$ cat src/rtl/id_stage_pipe.sv
// ============================================================================
// id_stage_pipe : decode stage with register file and stallable ID/EX register
// Optional macro ID_BYPASS_EN : write-first register file reads
// Revision 1.0
// ============================================================================
`default_nettype none

module ControlUnit (
  input  logic [1:0] i_mode,
  input  logic [3:0] i_opcode,
  input  logic       i_s,
  output logic [3:0] o_exe_cmd,
  output logic       o_wb_en,
  output logic       o_mem_r_en,
  output logic       o_mem_w_en,
  output logic       o_b,
  output logic       o_s
);
  always_comb begin
    o_exe_cmd  = 4'b0000;
    o_wb_en    = 1'b0;
    o_mem_r_en = 1'b0;
    o_mem_w_en = 1'b0;
    o_b        = 1'b0;
    o_s        = 1'b0;
    case (i_mode)
      2'b00: begin
        o_s = i_s;
        case (i_opcode)
          4'b1101: begin o_exe_cmd = 4'b0001; o_wb_en = 1'b1; end // MOV
          4'b1111: begin o_exe_cmd = 4'b1001; o_wb_en = 1'b1; end // MVN
          4'b0100: begin o_exe_cmd = 4'b0010; o_wb_en = 1'b1; end // ADD
          4'b0101: begin o_exe_cmd = 4'b0011; o_wb_en = 1'b1; end // ADC
          4'b0010: begin o_exe_cmd = 4'b0100; o_wb_en = 1'b1; end // SUB
          4'b0110: begin o_exe_cmd = 4'b0101; o_wb_en = 1'b1; end // SBC
          4'b0000: begin o_exe_cmd = 4'b0110; o_wb_en = 1'b1; end // AND
          4'b1100: begin o_exe_cmd = 4'b0111; o_wb_en = 1'b1; end // ORR
          4'b0001: begin o_exe_cmd = 4'b1000; o_wb_en = 1'b1; end // EOR
          4'b1010: o_exe_cmd = 4'b0100;                          // CMP
          4'b1000: o_exe_cmd = 4'b0110;                          // TST
          default: ;
        endcase
      end
      2'b01: begin
        o_exe_cmd = 4'b0010;
        if (i_s) begin
          o_mem_r_en = 1'b1;
          o_wb_en    = 1'b1;
        end else begin
          o_mem_w_en = 1'b1;
        end
      end
      2'b10: o_b = 1'b1;
      default: ;
    endcase
  end
endmodule

module ConditionCheck (
  input  logic [3:0] i_cond,
  input  logic [3:0] i_status,
  output logic       o_pass
);
  logic w_n, w_z, w_c, w_v;
  assign {w_n, w_z, w_c, w_v} = i_status;

  always_comb begin
    o_pass = 1'b0;
    case (i_cond)
      4'h0: o_pass = w_z;
      4'h1: o_pass = ~w_z;
      4'h2: o_pass = w_c;
      4'h3: o_pass = ~w_c;
      4'h4: o_pass = w_n;
      4'h5: o_pass = ~w_n;
      4'h6: o_pass = w_v;
      4'h7: o_pass = ~w_v;
      4'h8: o_pass = w_c & ~w_z;
      4'h9: o_pass = ~w_c | w_z;
      4'hA: o_pass = (w_n == w_v);
      4'hB: o_pass = (w_n != w_v);
      4'hC: o_pass = ~w_z & (w_n == w_v);
      4'hD: o_pass = w_z | (w_n != w_v);
      4'hE: o_pass = 1'b1;
      default: o_pass = 1'b0; // 1111 never executes
    endcase
  end
endmodule

module id_stage_pipe #(
  parameter  int DATA_W  = 32,
  parameter  int REG_CNT = 16,
  parameter  int PC_W    = 32,
  localparam int REG_AW  = $clog2(REG_CNT)
) (
  input  logic              clk,
  input  logic              rst,
  input  logic              stall,
  input  logic              flush,
  input  logic              hazard,
  input  logic [3:0]        status_reg,
  input  logic              wb_wb_en,
  input  logic [REG_AW-1:0] wb_dest,
  input  logic [DATA_W-1:0] wb_value,
  input  logic [PC_W-1:0]   pc_in,
  input  logic [31:0]       instruction,
  output logic [3:0]        id_src1,
  output logic [3:0]        id_src2,
  output logic              id_two_src,
  output logic              ex_valid,
  output logic              ex_wb_en,
  output logic              ex_mem_r_en,
  output logic              ex_mem_w_en,
  output logic              ex_b,
  output logic              ex_s,
  output logic [3:0]        ex_exe_cmd,
  output logic [PC_W-1:0]   ex_pc,
  output logic [DATA_W-1:0] ex_val_rn,
  output logic [DATA_W-1:0] ex_val_rm,
  output logic [3:0]        ex_dest,
  output logic [3:0]        ex_src1,
  output logic [3:0]        ex_src2,
  output logic [11:0]       ex_shift_operand,
  output logic [23:0]       ex_signed_imm_24,
  output logic              ex_imm
);

  logic [3:0] w_cond, w_opcode, w_rn, w_rd, w_rm;
  logic [1:0] w_mode;
  logic       w_imm, w_s_bit;

  assign w_cond   = instruction[31:28];
  assign w_mode   = instruction[27:26];
  assign w_imm    = instruction[25];
  assign w_opcode = instruction[24:21];
  assign w_s_bit  = instruction[20];
  assign w_rn     = instruction[19:16];
  assign w_rd     = instruction[15:12];
  assign w_rm     = instruction[3:0];

  logic [3:0] w_cu_cmd;
  logic       w_cu_wb, w_cu_mr, w_cu_mw, w_cu_b, w_cu_s;
  logic       w_cond_pass, w_bubble_n;

  ControlUnit u_cu (
    .i_mode     (w_mode),
    .i_opcode   (w_opcode),
    .i_s        (w_s_bit),
    .o_exe_cmd  (w_cu_cmd),
    .o_wb_en    (w_cu_wb),
    .o_mem_r_en (w_cu_mr),
    .o_mem_w_en (w_cu_mw),
    .o_b        (w_cu_b),
    .o_s        (w_cu_s)
  );

  ConditionCheck u_cc (
    .i_cond   (w_cond),
    .i_status (status_reg),
    .o_pass   (w_cond_pass)
  );

  assign w_bubble_n = w_cond_pass & ~hazard;

  // Raw store decode keeps the source select independent of the hazard input.
  assign id_src1    = w_rn;
  assign id_src2    = w_cu_mw ? w_rd : w_rm;
  assign id_two_src = ~w_imm | w_cu_mw;

  logic [DATA_W-1:0] r_regs [REG_CNT];
  logic [REG_AW-1:0] w_rd1_idx, w_rd2_idx;
  logic [DATA_W-1:0] w_val_rn, w_val_rm;

  assign w_rd1_idx = REG_AW'(id_src1);
  assign w_rd2_idx = REG_AW'(id_src2);

`ifdef ID_BYPASS_EN
  assign w_val_rn = (wb_wb_en && (wb_dest == w_rd1_idx)) ? wb_value : r_regs[w_rd1_idx];
  assign w_val_rm = (wb_wb_en && (wb_dest == w_rd2_idx)) ? wb_value : r_regs[w_rd2_idx];
`else
  assign w_val_rn = r_regs[w_rd1_idx];
  assign w_val_rm = r_regs[w_rd2_idx];
`endif

  always_ff @(posedge clk) begin
    if (!rst) begin
      for (int i = 0; i < REG_CNT; i++) r_regs[i] <= '0;
    end else if (wb_wb_en) begin
      r_regs[wb_dest] <= wb_value;
    end
  end

  always_ff @(posedge clk) begin
    if (!rst) begin
      ex_valid         <= 1'b0;
      ex_wb_en         <= 1'b0;
      ex_mem_r_en      <= 1'b0;
      ex_mem_w_en      <= 1'b0;
      ex_b             <= 1'b0;
      ex_s             <= 1'b0;
      ex_exe_cmd       <= 4'b0000;
      ex_pc            <= '0;
      ex_val_rn        <= '0;
      ex_val_rm        <= '0;
      ex_dest          <= 4'h0;
      ex_src1          <= 4'h0;
      ex_src2          <= 4'h0;
      ex_shift_operand <= 12'h000;
      ex_signed_imm_24 <= 24'h000000;
      ex_imm           <= 1'b0;
    end else begin
      // Data fields follow the control path on flush; they are unused then.
      if (flush || !stall) begin
        ex_pc            <= pc_in;
        ex_val_rn        <= w_val_rn;
        ex_val_rm        <= w_val_rm;
        ex_dest          <= w_rd;
        ex_src1          <= id_src1;
        ex_src2          <= id_src2;
        ex_shift_operand <= instruction[11:0];
        ex_signed_imm_24 <= instruction[23:0];
        ex_imm           <= w_imm;
      end
      if (flush) begin
        ex_valid    <= 1'b0;
        ex_wb_en    <= 1'b0;
        ex_mem_r_en <= 1'b0;
        ex_mem_w_en <= 1'b0;
        ex_b        <= 1'b0;
        ex_s        <= 1'b0;
        ex_exe_cmd  <= 4'b0000;
      end else if (!stall) begin
        ex_valid    <= w_bubble_n;
        ex_wb_en    <= w_cu_wb & w_bubble_n;
        ex_mem_r_en <= w_cu_mr & w_bubble_n;
        ex_mem_w_en <= w_cu_mw & w_bubble_n;
        ex_b        <= w_cu_b & w_bubble_n;
        ex_s        <= w_cu_s & w_bubble_n;
        ex_exe_cmd  <= w_bubble_n ? w_cu_cmd : 4'b0000;
      end
    end
  end

endmodule

`default_nettype wire

$ cat config.mk
export PLATFORM = sky130hd
export DESIGN_NAME = id_stage_pipe
export DESIGN_NICKNAME = d
export VERILOG_FILES = /design/src/rtl/id_stage_pipe.sv
export SDC_FILE = /design/constraint.sdc
export NUM_CORES = 1
export LEC_CHECK = 0
export ABC_AREA = 0
export BUFFER_PORTS_ARGS = -buffer_cell sky130_fd_sc_hd__buf_2
export CORE_MARGIN = 1
export CORE_UTILIZATION = 50
export DETAILED_ROUTE_END_ITERATION = 8
export PLACE_DENSITY_LB_ADDON = 0.15
export RECOVER_POWER = 50
export SYNTH_ARGS = -nofsm -noshare
export SYNTH_HDL_FRONTEND = slang
export SYNTH_SLANG_ARGS = --single-unit
$ cat constraint.sdc
create_clock -name clk -period 6.7 [get_ports clk]
set_input_delay 0.335 -clock clk [delete_from_list [all_inputs] [get_ports clk]]
set_output_delay 0.335 -clock clk [all_outputs]
set_load 0.1 [all_outputs]
==> metrics.txt <==
post-synthesis adder-cell area fraction 0%; H-tree level count 3; critical path peak fanout 61; worst setup path endpoint r_regs[5][16]; number of buffers inserted during clock tree synthesis 72; global routing's busiest layer met2; routed wirelength normalized by instance count 27.7 µm; number of I/O port buffers 273; starting utilization of the core area 50.7%; first-pass iteration count of the detailed router 5; reg-to-reg startpoint r_regs[11][0]; fraction of the core area covered by cells at the end of the flow 57.3%; proportion of synthesized area in mux cells 13.9%; final standard cell area without fillers 37000 µm²; final-layout fill cell count 5425; fraction of layout instances using a drive strength above 1 15.0%; final max-slew violation count 590; Synth Area in Simple Gates 20.0%; Die X 258 µm; number of remaining DRC errors 0; maximum clock skew at final layout 25.5 ps; slew of the pin with the lowest slew margin 4510 ps; hold buffers post-CTS 37; Post-CTS Setup Inserts 0; Compound-Gate Fraction of Synth Area 7.07%; total of warnings raised by yosys 0; count of endpoints failing setup in the final report 0; RSZ-0062 raised after global routing no; post-route setup slack 1920 ps; Worst Path Class, Setup in2reg; Critical Path Source rst; Crit-path slowest cell sky130_fd_sc_hd__o21ai_0; count of cells resized by post-cts repair 0; Fmax achieved 0.209 GHz; clock root buffer sky130_fd_sc_hd__clkbuf_16; Post-layout nets 3112; pre-CTS WS 2560 ps; I/O pin count 274; met3 usage 6.38%; startpoint kind of the worst setup timing path primary input; antenna violations before repair 8; Cells after Synth 2831; most frequently used flop master after synthesis sky130_fd_sc_hd__edfxtp_1; Clk pwr share 37.2%; number of global-route vias before repair 24000; number of buffers on the longest clock path 3; Switching Power 3090 µW; final critical-path share of the clock period 71.4%; HPWL after DPL 63.2 mm; maximum ir drop on the vdd rail 184 µV; Seq cells post-synth 647; Switching Share 29.9%; DIE AREA 66500 µm²; Post-Syn Nets 2941; kind of cell adding the most delay to the critical path buffers and inverters; critical path arrival 5040 ps; Int Pwr 7220 µW; met1 Usage GRT 43.9%; area grow syn2layout 13.0%; number of cells on the critical path 4; clk_lat worst skew 630 ps; DRT Wirelength 109 mm; standard cell core area 64600 µm²; total negative slack 0 ps; worst hold path type in2reg; Post-synth EDFFs 512; fraction of registers with async set or reset after synthesis 0%; outcome finished, violations left; Slew HR -201%; TritonCTS clock tree built; sequential share of power 46.0%; clock slew seen by the registers of the worst setup and hold paths 60 ps; list of cells traversed by the critical path clkbuf_2 > nand4b_1 > o21ai_0 > buf_4; synthesized cell area 32700 µm²; tightest hold margin 28.9 ps; initial drt markers 3234; combined flip-flop and latch cell area 18100 µm²; first-pass GRT wire length 158 mm; Setup crit end kind flip-flop; endpoint required time on the critical path 6950 ps; logic depth of the worst register-to-register path 4; Mapped Avg Cell Area 11.6 µm²; via count 24600; reg-to-reg endpoint ex_val_rn[0]; sinks on the clock net 647; leakage power of the design 0.0133 µW; failing checks capacitance limit, slew limit; ANT nets after route 0; share of power burned in combinational logic 16.8%; count of buffer and inverter cells on the critical path 2; crit path time final 4780 ps; Cell variety after synth 52; placer congestion estimate 0.890; global routing usage summed across all routing layers 32.5%; Avg Vias per Cell 6.27; final number of hold-violating endpoints 0; total power per unit cell area 279 nW/µm²; Std-Cell Rows 93; height of the chip 258 µm; parity-gate share of the synthesized area counting xor and xnor cells 0.0535%; max incr delay on CP 1860 ps; count of max-cap constraint violations 19; combinational family with the most area after synthesis simple AND/OR/NAND/NOR gates; share of synthesized area occupied by flip-flops and latches 55.2%; GR Layer Usage met2 51.8%; total global routing overflow 0; post-placement cell area 34700 µm²; worst reg2reg setup slack 4870 ps; maximum number of pins on one net before global-route repair 117; Multi-input gate area 13600 µm²
==> synth_stat cells, drive strengths merged (3+ instances only) <==
| cell | number | area [µm²] |
|---|---|---|
| mux4 | 155 | 3490 |
| o21a | 6 | 45.0 |
| mux2 | 10 | 113 |
| o211a | 3 | 30.0 |
| o41ai | 3 | 26.3 |
| a21oi | 79 | 418 |
| nand2 | 525 | 1980 |
| nor2 | 22 | 82.6 |
| edfxtp | 512 | 15400 |
| clkbuf | 170 | 638 |
| nand2b | 13 | 81.3 |
| inv | 7 | 26.3 |
| nand4 | 5 | 31.3 |
| nor3 | 10 | 50.1 |
| and2 | 513 | 3210 |
| nor4 | 23 | 144 |
| a221oi | 9 | 78.8 |
| o22ai | 29 | 181 |
| a221o | 5 | 50.1 |
| a311oi | 3 | 26.3 |
| o31ai | 4 | 30.0 |
| buf | 96 | 534 |
| mux2i | 96 | 961 |
| dfxtp | 135 | 2700 |
| a21boi | 86 | 649 |
| o21ai | 63 | 315 |
| a22oi | 9 | 67.6 |
| nand3 | 149 | 746 |
| nor3b | 7 | 63.8 |
| a31oi | 42 | 263 |
| a211oi | 11 | 82.6 |
| nor2b | 12 | 75.1 |
| o221ai | 5 | 43.8 |
==> tightest hold or removal path, cell delays in order <==
cell and delay (ps):
sky130_fd_sc_hd__buf_2 130, sky130_fd_sc_hd__nand2_1 50, sky130_fd_sc_hd__a21boi_0 70
==> worst min-delay path by stage <==
| stage | start | endpoint | depth (start not counted) | slack (ps) |
|---|---|---|---|---|
| after floorplan | instruction[21] | ex_exe_cmd[3] | 2 | 470 |
| after global placement | ex_s | ex_s | 2 | 450 |
| after detailed placement | ex_mem_r_en | ex_mem_r_en | 2 | 450 |
| after CTS | instruction[15] | ex_signed_imm_24[15] | 3 | 4 |
| after global routing | pc_in[15] | ex_pc[15] | 3 | 40 |
| final | instruction[15] | ex_signed_imm_24[15] | 3 | 30 |
==> area by class of cell <==
class                   count  area share, %
multi-input cells        1911           36.7
flip-flops and latches    647           48.9
clock inverters            23          0.467
repair buffers            363           5.21
well taps                 855           2.89
clock buffers             110           5.68
diodes                      4         0.0271
inverters                   7         0.0914
==> power by group through the flow <==
stage	Clock, µW	Sequential, µW	Combinational (µW)
6_report	3830	4740	1730
5_1_grt	4030	4760	1810
4_1_cts	3870	4730	1730
3_5_place_dp	0	4820	1710
3_3_place_gp	0	4800	1700
2_1_floorplan	0	5230	798
==> cell families after synthesis <==
group,count (synthesis)
AOI/OAI and AO/OA,358
xor gates and xnor gates,2
buffers and inverters,273
DFF,647
muxes,261
and+or+nand+nor,1290
==> state kept, by name, summed over array words and instances, names as in the netlist <==
signal	cells
ex_dest	3
ex_val_rm	32
ex_signed_imm_24	7
ex_s	1
ex_pc	32
ex_valid	1
ex_imm	1
ex_mem_r_en	1
ex_b	1
ex_mem_w_en	1
ex_src2	4
ex_wb_en	1
ex_shift_operand	11
ex_val_rn	32
ex_src1	3
r_regs	512
ex_exe_cmd	4
==> placed cells by master, fill, tap and decap left out, drive strengths merged, types with 12 or more instances in the layout <==
cell and count:
nor2b 12, and2 513, dlygate4sd3 37, a21oi 79
a31oi 42, o21ai 63, nand2 525, buf 155
mux4 155, mux2i 96, nand2b 13, a21boi 86
clkinv 18, dfxtp 135, edfxtp 512, nand3 149
nor4 23, clkbuf 281, o22ai 29, nor2 22
==> per-stage QoR <==
| step | power [µW] | std cells |
|---|---|---|
| after floorplan | 6030 | 2831 |
| after global placement | 6500 | 3746 |
| after detailed placement | 6530 | 3746 |
| after CTS | 10300 | 3916 |
| after global routing | 10600 | 3917 |
| final | 10300 | 3920 |
==> routing by layer <==
layer,share of wire [%],wire length [µm]
met5,0.031,34
met4,3.7,4070
met3,11,11800
met2,46,50400
met1,39,42300
Note: power is estimated with default switching activity, not from simulation.
